[config.mk]
export PLATFORM = sky130hd
export DESIGN_NAME = take_in_multi
export DESIGN_NICKNAME = d
export VERILOG_FILES = /design/src/rtl/take_in_pkg.sv /design/src/rtl/take_in_multi_chan_fifo.sv /design/src/rtl/take_in_multi.sv
export SDC_FILE = /design/constraint.sdc
export NUM_CORES = 1
export LEC_CHECK = 0
export CAP_MARGIN = 15
export CORE_MARGIN = 3
export CORE_UTILIZATION = 50
export CTS_CLUSTER_SIZE = 16
export DETAILED_ROUTE_END_ITERATION = 10
export PLACE_DENSITY = 0.76
export SLEW_MARGIN = 20
export SYNTH_ARGS = -nofsm -noshare
export SYNTH_HDL_FRONTEND = slang
export SYNTH_SLANG_ARGS = --single-unit
export TNS_END_PERCENT = 20
[constraint.sdc]
create_clock -name clk -period 10.3 [get_ports clk]
set_input_delay 2.06 -clock clk [delete_from_list [all_inputs] [get_ports clk]]
set_output_delay 2.06 -clock clk [all_outputs]
set_load 0.05 [all_outputs]
[src/rtl/take_in_pkg.sv]
// Shared types and sizing helpers for the take_in_multi packet receiver.
package take_in_pkg;

    typedef enum logic [1:0] {
        ST_IDLE     = 2'd0,
        ST_ARM      = 2'd1,
        ST_COLLECT  = 2'd2,
        ST_DISPATCH = 2'd3
    } state_t;

    // Each buffer entry carries its payload plus a valid flag in the LSB.
    function automatic int entry_w(input int payload_w);
        return payload_w + 1;
    endfunction

    // Occupancy counters must be able to represent "completely full".
    function automatic int cnt_w(input int depth);
        return $clog2(depth + 1);
    endfunction

endpackage

[src/rtl/take_in_multi_chan_fifo.sv]
// One channel shift buffer: slot 0 is the oldest entry, new entries append
// at the current occupancy, and pops shift every slot down by one.
module chan_fifo
    import take_in_pkg::*;
#(
    parameter int DEPTH       = 6,
    parameter int PAYLOAD_W   = 2,
    parameter int DROP_NEWEST = 0,
    localparam int EW         = entry_w(PAYLOAD_W),
    localparam int CNT_W      = cnt_w(DEPTH)
) (
    input  logic                   clk,
    input  logic                   rst,
    input  logic                   push,
    input  logic [PAYLOAD_W-1:0]   push_data,
    input  logic                   pop,
    output logic [DEPTH*EW-1:0]    entries,
    output logic [CNT_W-1:0]       occ,
    output logic [PAYLOAD_W-1:0]   head,
    output logic                   dropped
);

    logic [PAYLOAD_W-1:0] data_reg  [DEPTH];
    logic [PAYLOAD_W-1:0] data_next [DEPTH];
    logic [CNT_W-1:0]     occ_reg;
    logic [CNT_W-1:0]     occ_next;
    logic                 do_pop;
    logic                 full;

    assign do_pop = pop && (occ_reg != '0);
    assign full   = (occ_reg == CNT_W'(DEPTH));

    // Next buffer image: pop shifts first, then the push lands behind it.
    // A simultaneous pop frees a slot, so a push never drops in that case.
    always_comb begin
        data_next = data_reg;
        occ_next  = occ_reg;
        dropped   = 1'b0;
        if (do_pop) begin
            for (int s = 0; s < DEPTH - 1; s++) begin
                data_next[s] = data_reg[s+1];
            end
            data_next[DEPTH-1] = '0;
            occ_next = occ_reg - CNT_W'(1);
        end
        if (push) begin
            if (!do_pop && full) begin
                dropped = 1'b1;
                if (DROP_NEWEST == 0) begin
                    for (int s = 0; s < DEPTH - 1; s++) begin
                        data_next[s] = data_reg[s+1];
                    end
                    data_next[DEPTH-1] = push_data;
                end
            end else begin
                for (int s = 0; s < DEPTH; s++) begin
                    if (CNT_W'(s) == occ_next) begin
                        data_next[s] = push_data;
                    end
                end
                occ_next = occ_next + CNT_W'(1);
            end
        end
    end

    // Buffer and occupancy registers.
    always_ff @(posedge clk or posedge rst) begin
        if (rst) begin
            for (int s = 0; s < DEPTH; s++) begin
                data_reg[s] <= '0;
            end
            occ_reg <= '0;
        end else begin
            data_reg <= data_next;
            occ_reg  <= occ_next;
        end
    end

    // Valid flag is derived from occupancy; vacated slots hold zero data.
    generate
        for (genvar gi = 0; gi < DEPTH; gi++) begin : g_slot
            assign entries[gi*EW +: EW] = {data_reg[gi], (CNT_W'(gi) < occ_reg)};
        end
    endgenerate

    assign occ  = occ_reg;
    assign head = data_reg[0];

endmodule

[src/rtl/take_in_multi.sv]
// Two-button serial packet receiver: assembles MSB-first packets from key
// presses and routes the payload into one of NUM_CH shift buffers.
module take_in_multi
    import take_in_pkg::*;
#(
    parameter int NUM_CH      = 4,
    parameter int PAYLOAD_W   = 2,
    parameter int DEPTH       = 6,
    parameter int DROP_NEWEST = 0,
    parameter int START_DLY   = 3,
    localparam int CH_W       = $clog2(NUM_CH),
    localparam int PKT_W      = CH_W + PAYLOAD_W,
    localparam int EW         = entry_w(PAYLOAD_W),
    localparam int CNT_W      = cnt_w(DEPTH)
) (
    input  logic                          clk,
    input  logic                          rst,
    input  logic                          start,
    input  logic                          key0,
    input  logic                          key1,
    input  logic                          rd_en,
    input  logic [CH_W-1:0]               rd_ch,
    output logic [PAYLOAD_W-1:0]          rd_data,
    output logic                          rd_valid,
    output logic [NUM_CH*DEPTH*EW-1:0]    buf_flat,
    output logic [NUM_CH*CNT_W-1:0]       occ_flat,
    output logic [PKT_W-1:0]              last_pkt,
    output logic [15:0]                   drop_cnt,
    output logic [15:0]                   rx_cnt
);

    localparam int IDX_W = $clog2(PKT_W);
    localparam int DLY_W = $clog2(START_DLY + 1);

    state_t               state_reg;
    logic                 key0_q;
    logic                 key1_q;
    logic [IDX_W-1:0]     idx_reg;
    logic [DLY_W-1:0]     arm_cnt_reg;
    logic [PKT_W-1:0]     shift_reg;
    logic [PKT_W-1:0]     pkt_next;
    logic [PKT_W-1:0]     last_pkt_reg;
    logic                 press0;
    logic                 press1;
    logic                 press;
    logic [CH_W-1:0]      push_ch;
    logic [CNT_W-1:0]     occ_arr  [NUM_CH];
    logic [PAYLOAD_W-1:0] head_arr [NUM_CH];
    logic [NUM_CH-1:0]    dropped_vec;

    // A press is a falling edge on one key while the other key stays released.
    assign press0 = key0_q & ~key0 & key1;
    assign press1 = key1_q & ~key1 & key0;
    assign press  = press0 | press1;

    // Packet under assembly with the incoming bit placed at its MSB-first slot.
    always_comb begin
        pkt_next = shift_reg;
        pkt_next[PKT_W-1-int'(idx_reg)] = press1;
    end

    // Receiver FSM: arm on start low, collect PKT_W bits, dispatch for one cycle.
    always_ff @(posedge clk or posedge rst) begin
        if (rst) begin
            state_reg    <= ST_IDLE;
            key0_q       <= 1'b1;
            key1_q       <= 1'b1;
            idx_reg      <= '0;
            arm_cnt_reg  <= '0;
            shift_reg    <= '0;
            last_pkt_reg <= '0;
        end else begin
            key0_q <= key0;
            key1_q <= key1;
            case (state_reg)
                ST_IDLE: begin
                    if (!start) begin
                        state_reg   <= ST_ARM;
                        arm_cnt_reg <= '0;
                    end
                end
                ST_ARM: begin
                    if (start) begin
                        state_reg   <= ST_IDLE;
                        arm_cnt_reg <= '0;
                    end else if (int'(arm_cnt_reg) + 1 >= START_DLY) begin
                        state_reg   <= ST_COLLECT;
                        arm_cnt_reg <= '0;
                    end else begin
                        arm_cnt_reg <= arm_cnt_reg + DLY_W'(1);
                    end
                end
                ST_COLLECT: begin
                    if (press) begin
                        if (idx_reg == IDX_W'(PKT_W - 1)) begin
                            last_pkt_reg <= pkt_next;
                            shift_reg    <= '0;
                            idx_reg      <= '0;
                            state_reg    <= ST_DISPATCH;
                        end else begin
                            shift_reg <= pkt_next;
                            idx_reg   <= idx_reg + IDX_W'(1);
                        end
                    end
                end
                ST_DISPATCH: state_reg <= ST_IDLE;
                default:     state_reg <= ST_IDLE;
            endcase
        end
    end

    // Saturating statistics: accepted bits and overflow events.
    always_ff @(posedge clk or posedge rst) begin
        if (rst) begin
            rx_cnt   <= '0;
            drop_cnt <= '0;
        end else begin
            if (state_reg == ST_COLLECT && press && rx_cnt != 16'hFFFF) begin
                rx_cnt <= rx_cnt + 16'd1;
            end
            if ((|dropped_vec) && drop_cnt != 16'hFFFF) begin
                drop_cnt <= drop_cnt + 16'd1;
            end
        end
    end

    // Registered pop result; an empty channel yields no strobe.
    always_ff @(posedge clk or posedge rst) begin
        if (rst) begin
            rd_valid <= 1'b0;
            rd_data  <= '0;
        end else begin
            rd_valid <= rd_en && (occ_arr[rd_ch] != '0);
            if (rd_en && (occ_arr[rd_ch] != '0)) begin
                rd_data <= head_arr[rd_ch];
            end
        end
    end

    assign push_ch  = last_pkt_reg[PKT_W-1 -: CH_W];
    assign last_pkt = last_pkt_reg;

    generate
        for (genvar gi = 0; gi < NUM_CH; gi++) begin : g_ch
            chan_fifo #(
                .DEPTH       (DEPTH),
                .PAYLOAD_W   (PAYLOAD_W),
                .DROP_NEWEST (DROP_NEWEST)
            ) u_fifo (
                .clk       (clk),
                .rst       (rst),
                .push      ((state_reg == ST_DISPATCH) && (push_ch == CH_W'(gi))),
                .push_data (last_pkt_reg[PAYLOAD_W-1:0]),
                .pop       (rd_en && (rd_ch == CH_W'(gi))),
                .entries   (buf_flat[gi*DEPTH*EW +: DEPTH*EW]),
                .occ       (occ_arr[gi]),
                .head      (head_arr[gi]),
                .dropped   (dropped_vec[gi])
            );
            assign occ_flat[gi*CNT_W +: CNT_W] = occ_arr[gi];
        end
    endgenerate

endmodule
== Word-level counts from Yosys, hierarchy flattened ==
Index checks and enable logic that the tools add are counted.
Storage, ports and cells
  logic and storage cells: 249
  bits in registers: 111
Cells by class
  mux-type cells: 77
  magnitude comparators: 28
  eq/ne operators: 40
  reduce and logical (&&, ||, !) cells: 43
  bitwise gates (word level): 8
  $add $sub $neg: 14
Operators with widths (number)
  two-way mux 12 bit: 12
  two-way mux 2 bit: 35
  two-way mux 3 bit: 14
  adder 16 x 1 -> 16 bit (second input constant): 2
  != test 16 bit (second input constant): 2
  equality test 2 x 3 -> 1 bit (first input constant): 8
  equality test 3 bit (first input constant): 8
  < comparator 1 x 3 -> 1 bit (first input constant): 8
  < comparator 2 x 3 -> 1 bit (first input constant): 8
  < comparator 3 bit (first input constant): 8
  logical AND 1 bit: 21
  nonzero test 3 bit: 5
  equality test 2 bit (second input constant): 7
  adder 3 x 1 -> 3 bit (second input constant): 4
  equality test 1 x 3 -> 1 bit (first input constant): 4
  equality test 3 bit (second input constant): 4
  zero test 3 bit: 4
  subtractor 3 x 1 -> 3 bit (second input constant): 4
  two-way mux 1 bit: 9
  one-hot mux 2 bit (4 select lines): 1
  binary-select mux 3 bit (select 2 bit): 1
  equality test 2 x 1 -> 1 bit (second input constant): 3
  zero test 2 bit: 3
  != test 2 bit (second input constant): 3
  23 further kinds: 32

== Logic depth before layout (Yosys ltp) ==
  depth after elaboration: 9
  depth in mapped cells: 10

== By module ==
A second synthesis with hierarchy kept.
Unflattened totals
  cell total of the unflattened synthesis: 772
  area total of the unflattened synthesis: 7493.4 um^2
Modules (own cells, without submodules)
  chan_fifo: cells each 133, area each 1222.4 um^2, times used 4
  take_in_multi: cells each 240, area each 2603.7 um^2, times used 1

== Least setup slack after synthesis ==
Ideal clock, no wire load.
  kind: register to output
  from: reg g_ch[0].u_fifo.occ_reg[1]
  to: out buf_flat[3]
  buffers on the path: 0
  cell stages (with the launch flop): 4
  data arrival time: 2.245 ns
  slack: 5.995 ns
  path through: dfrtp_1 inv_1 ha_1 o21ai_0
Between the ends
  longest elaborated chain between the ends: 1
RTL lines
  start: declaration: RTL line take_in_multi_chan_fifo.sv:25  | logic [CNT_W-1:0] occ_reg;
  start signal: assignment: RTL line take_in_multi_chan_fifo.sv:75  | occ_reg <= occ_next;
  < comparator 1 x 3 -> 1 bit: RTL line take_in_multi_chan_fifo.sv:82  | assign entries[gi*EW +: EW] = {data_reg[gi], (CNT_W'(gi) < occ_reg)};
  end: declaration: RTL line take_in_multi.sv:25  | output logic [NUM_CH*DEPTH*EW-1:0] buf_flat,
No other way between the ends.

== Final worst setup path ==
  from: in rd_ch[0]
  to: reg drop_cnt[15]
Between the ends
  longest elaborated chain between the ends: 9
RTL lines
  start: declaration: RTL line take_in_multi.sv:22  | input logic [CH_W-1:0] rd_ch,
  equality test 2 x 1 -> 1 bit, or another cell as far along: RTL line take_in_multi.sv:154  | .pop (rd_en && (rd_ch == CH_W'(gi))),
  logical AND 1 bit: RTL line take_in_multi.sv:154
  logical AND 1 bit: RTL line take_in_multi_chan_fifo.sv:30  | assign do_pop = pop && (occ_reg != '0);
  zero test 1 bit: RTL line take_in_multi_chan_fifo.sv:47  | if (!do_pop && full) begin
  logical AND 1 bit: RTL line take_in_multi_chan_fifo.sv:47
  two-way mux 1 bit: RTL line take_in_multi_chan_fifo.sv:47
  two-way mux 1 bit: RTL line take_in_multi_chan_fifo.sv:46  | if (push) begin
  OR reduction 4 bit *: RTL line take_in_multi.sv:121  | if ((|dropped_vec) && drop_cnt != 16'hFFFF) begin
  logical AND 1 bit *: RTL line take_in_multi.sv:121
  end signal: assignment: RTL line take_in_multi.sv:122  | drop_cnt <= drop_cnt + 16'd1;
  end: declaration: RTL line take_in_multi.sv:28  | output logic [15:0] drop_cnt,
Every way passes the cells marked *; elsewhere a longest branch is shown, timed or not.
A chain may end at the register's enable or synchronous reset.

==> flow_summary_export.csv <==
group,metric,value,unit
power_and_ir_drop,total_power,2000,µW
floorplanning,start_util,51.8,%
clock_tree,cts.reportedPaths.clkPinSlew,0.07,ns
sta,tightest_slew,0.885,ns
final_layout,layout-drive-gt1-share,4.96,%
clock_tree,post-cts-setup-buffers,0,
sta,setup_viol,0,
clock_tree,clock_sinks,110,
critical_path,crit_end,"drop_cnt[15]",
synthesis,syn_nets,761,
detailed_routing,viasPerCell,6.01,
detailed_routing,totalWireLength,18100,µm
detailed_routing,detail-route-antenna-nets,0,
synthesis,syn_inst,727,
global_route,grt_pass1_vias,5795,
synthesis,ys_seq_area_share,41.5,%
clock_tree,cts-buffers-inserted,9,
global_route,grt-ovfl-total,0,
final_layout,areaGrowthSynthToFinish,25.4,%
detailed_routing,first_iter_violations,592,
critical_path,cp_top_family,"simple AND/OR/NAND/NOR gates",
sta,hold_viol,0,
global_route,grt_usage,25.2,%
critical_path,crit_required,10.58,ns
critical_path,crit_path_start_kind,"primary input",
final_layout,multi_input_area,3660,µm²
synthesis,synth_cell_types,70,
critical_path,critical_path.cell_chain,"clkdlybuf4s50_1, and3b_1, nor3_1, nor4_2, nor2_1, and4_1, xor2_1",
min_path,min_path_type,"flop to flop",
power_and_ir_drop,vdd_drop_max,103,µV
sta,post-route-min-period,4.71,ns
final_layout,mostFrequentLayoutCells,"clkdlybuf4s50_1 (130), dfrtp_1 (108), nand2_1 (103)",
sta,max_slew_margin,41.0,%
critical_path,r2r_start,"g_ch[0].u_fifo.occ[0]",
final_layout,antenna_cells,0,
synthesis,synth_flop_cell,"dfrtp_1",
final_layout,mostFrequentLayoutCell,"clkdlybuf4s50_1",
place,hpwl,13200,µm
final_layout,largest_reg_flops,40,
sta,fin_crit_sh,45.7,%
floorplanning,core_area,12800,µm²
power_and_ir_drop,power_density,240,nW/µm²
clock_tree,clk_path_buf_depth,2,
synthesis,syn_area,6640,µm²
detailed_routing,wire_per_inst,17.8,µm
final_layout,layout.area.seq,2760,µm²
detailed_routing,route.detailed.drc,0,
sta,rsz0062_at_grt,"false",
final_layout,nNetsFinal,875,
clock_tree,cts.hold.buffers_added,0,
critical_path,worst-path-buf-inv,1,
floorplanning,die_area,14700,µm²
critical_path,critPathMaxFanout,14,
detailed_routing,first_pass_iters,5,
critical_path,critPathLaunch,"rd_ch[0]",
floorplanning,die_w,121,µm
critical_path,path_depth,7,
critical_path,reg2reg_depth,8,
synthesis,synth_edf_count,0,
sta,clock-skew-final,0.00901,ns
global_route,grt_pass1_wl,29600,µm
synthesis,async_flop_share,100,%
clock_tree,clock_latency,0.35,ns
floorplanning,die_h,121,µm
place,gp_congestion,0.924,
floorplanning,fp-row-count,41,
clock_tree,tritoncts,"built",
sta,setup-tns-final,0,ns
synthesis,avgSynthCellArea,9.14,µm²
synthesis,ys_warn_count,0,
power_and_ir_drop,power.leakage,0.00359,µW
run,cap_violations,0,
critical_path,critPathSlowestCell,"clkdlybuf4s50_1",
sta,max_freq,212,MHz
detailed_routing,num_vias,6119,
outcome,status,"complete, no violations",
global_route,antenna_found_initial,0,
synthesis,synth-seq-cells,110,
floorplanning,top_level_ports,131,
critical_path,critPathArrivalTime,4.99,ns
global_route,grt_max_degree,73,
final_layout,fillers,1109,
critical_path,worstReg2RegEnd,"drop_cnt[15]",
critical_path,slowest_delay,0.82,ns
clock_tree,cts_resized,0,
critical_path,path_class,"primary input to flop",
sta,drv_slew,0,
clock_tree,cts_htree_levels,3,
clock_tree,root_buffer,"clkbuf_16",
critical_path,end_kind,"flop",
place,port_buffers,130,
critical_path,ff2ff_setup_slack,7.23,ns
-- worst min path at each step --
stage | start | to | slack [ns] | cells after the start
after floorplan | shift_reg[1] | shift_reg[1] | 0.44 | 2
after global placement | shift_reg[3] | shift_reg[3] | 0.46 | 2
after detailed placement | shift_reg[1] | shift_reg[1] | 0.47 | 2
after CTS | shift_reg[1] | shift_reg[1] | 0.49 | 2
after global routing | rx_cnt[14] | rx_cnt[14] | 0.52 | 1
final | shift_reg[1] | shift_reg[1] | 0.48 | 2
-- synthesized netlist by cell type, types with 3 or more instances --
library cell	n	share of area (%)
nand3_1	41	3.1
nand2b_1	5	0.47
xnor2_1	31	4.1
nand3b_1	3	0.34
o21ai_0	25	1.9
mux4_2	3	1.0
o21ai_1	12	0.90
o22ai_1	21	2.0
nor3_2	3	0.45
nand2_1	103	5.8
nor4_1	3	0.28
mux2i_1	16	2.4
nand4b_1	3	0.40
inv_1	23	1.3
a221o_1	8	1.2
clkbuf_1	15	0.85
a22oi_1	11	1.2
nor2b_1	10	0.94
nand4_1	11	1.0
mux2_2	3	0.51
mux2_1	3	0.51
a21oi_1	28	2.1
xor2_1	11	1.5
o211ai_1	18	2.0
buf_2	5	0.38
a21o_1	9	1.0
or3_1	3	0.28
nor2_1	57	3.2
a311oi_1	4	0.53
dfrtp_1	108	41
ha_1	26	4.9
nor3_1	23	1.7
a31oi_1	8	0.75
o31ai_1	7	0.79
and3_1	10	0.94
buf_4	8	0.90
and4_1	9	1.2
-- cells by family (layout without fill, tap and decap cells) --
kind of cell / Yosys count / after routing / share of synthesized area, %
compound gates: 170 / 170 / 17.2
simple gates: 302 / 302 / 23.0
buf+inv: 52 / 171 / 3.48
xor+xnor: 42 / 42 / 5.54
fa+ha+maj: 26 / 26 / 4.90
flops: 110 / 110 / 41.5
mux: 25 / 25 / 4.44
-- cell type report --
class / instances / area share (%)
multi-input cells: 565 / 43.9
flip-flops and latches: 110 / 33.1
repair buffers: 131 / 15.7
clock buffers: 9 / 2.70
well taps: 172 / 2.58
inverters: 24 / 1.11
clock inverters: 7 / 0.961
-- report_power, final --
part	internal [µW]	switching [µW]
sequential	487	117
combinational	346	690
clock	192	165
total	1020	971
-- metrics by stage --
stage	setup WS, ns	cell area [µm²]	std cells	hold WS [ns]	util [%]
after floorplan	5.34	6640	727	0.442	-
after global placement	5.37	8030	1002	0.458	62.6
after detailed placement	5.25	8030	1002	0.466	62.6
after CTS	5.62	8330	1018	0.485	65.0
after global routing	5.37	8330	1018	0.519	65.0
final	5.59	8330	1018	0.481	65.0
-- per-layer routing --
layer	GRT usage [%]	share of wire [%]	up-vias
met5	0	0	-
met4	8.75	2.0	0
met3	4.48	6.9	31
met2	39.6	47	251
met1	35.2	44	2967
li1	-	-	2870
-- worst register-to-register path, stage by stage (launching register included) --
cell and delay [ns]:
dfrtp_1 0.53, inv_1 0.32, ha_1 0.23, nand2_1 0.09, nor3_1 0.60, nor4_2 0.20
nor2_1 0.59, and4_1 0.31, xor2_1 0.14
No activity file was read; power rests on OpenSTA's default activity.
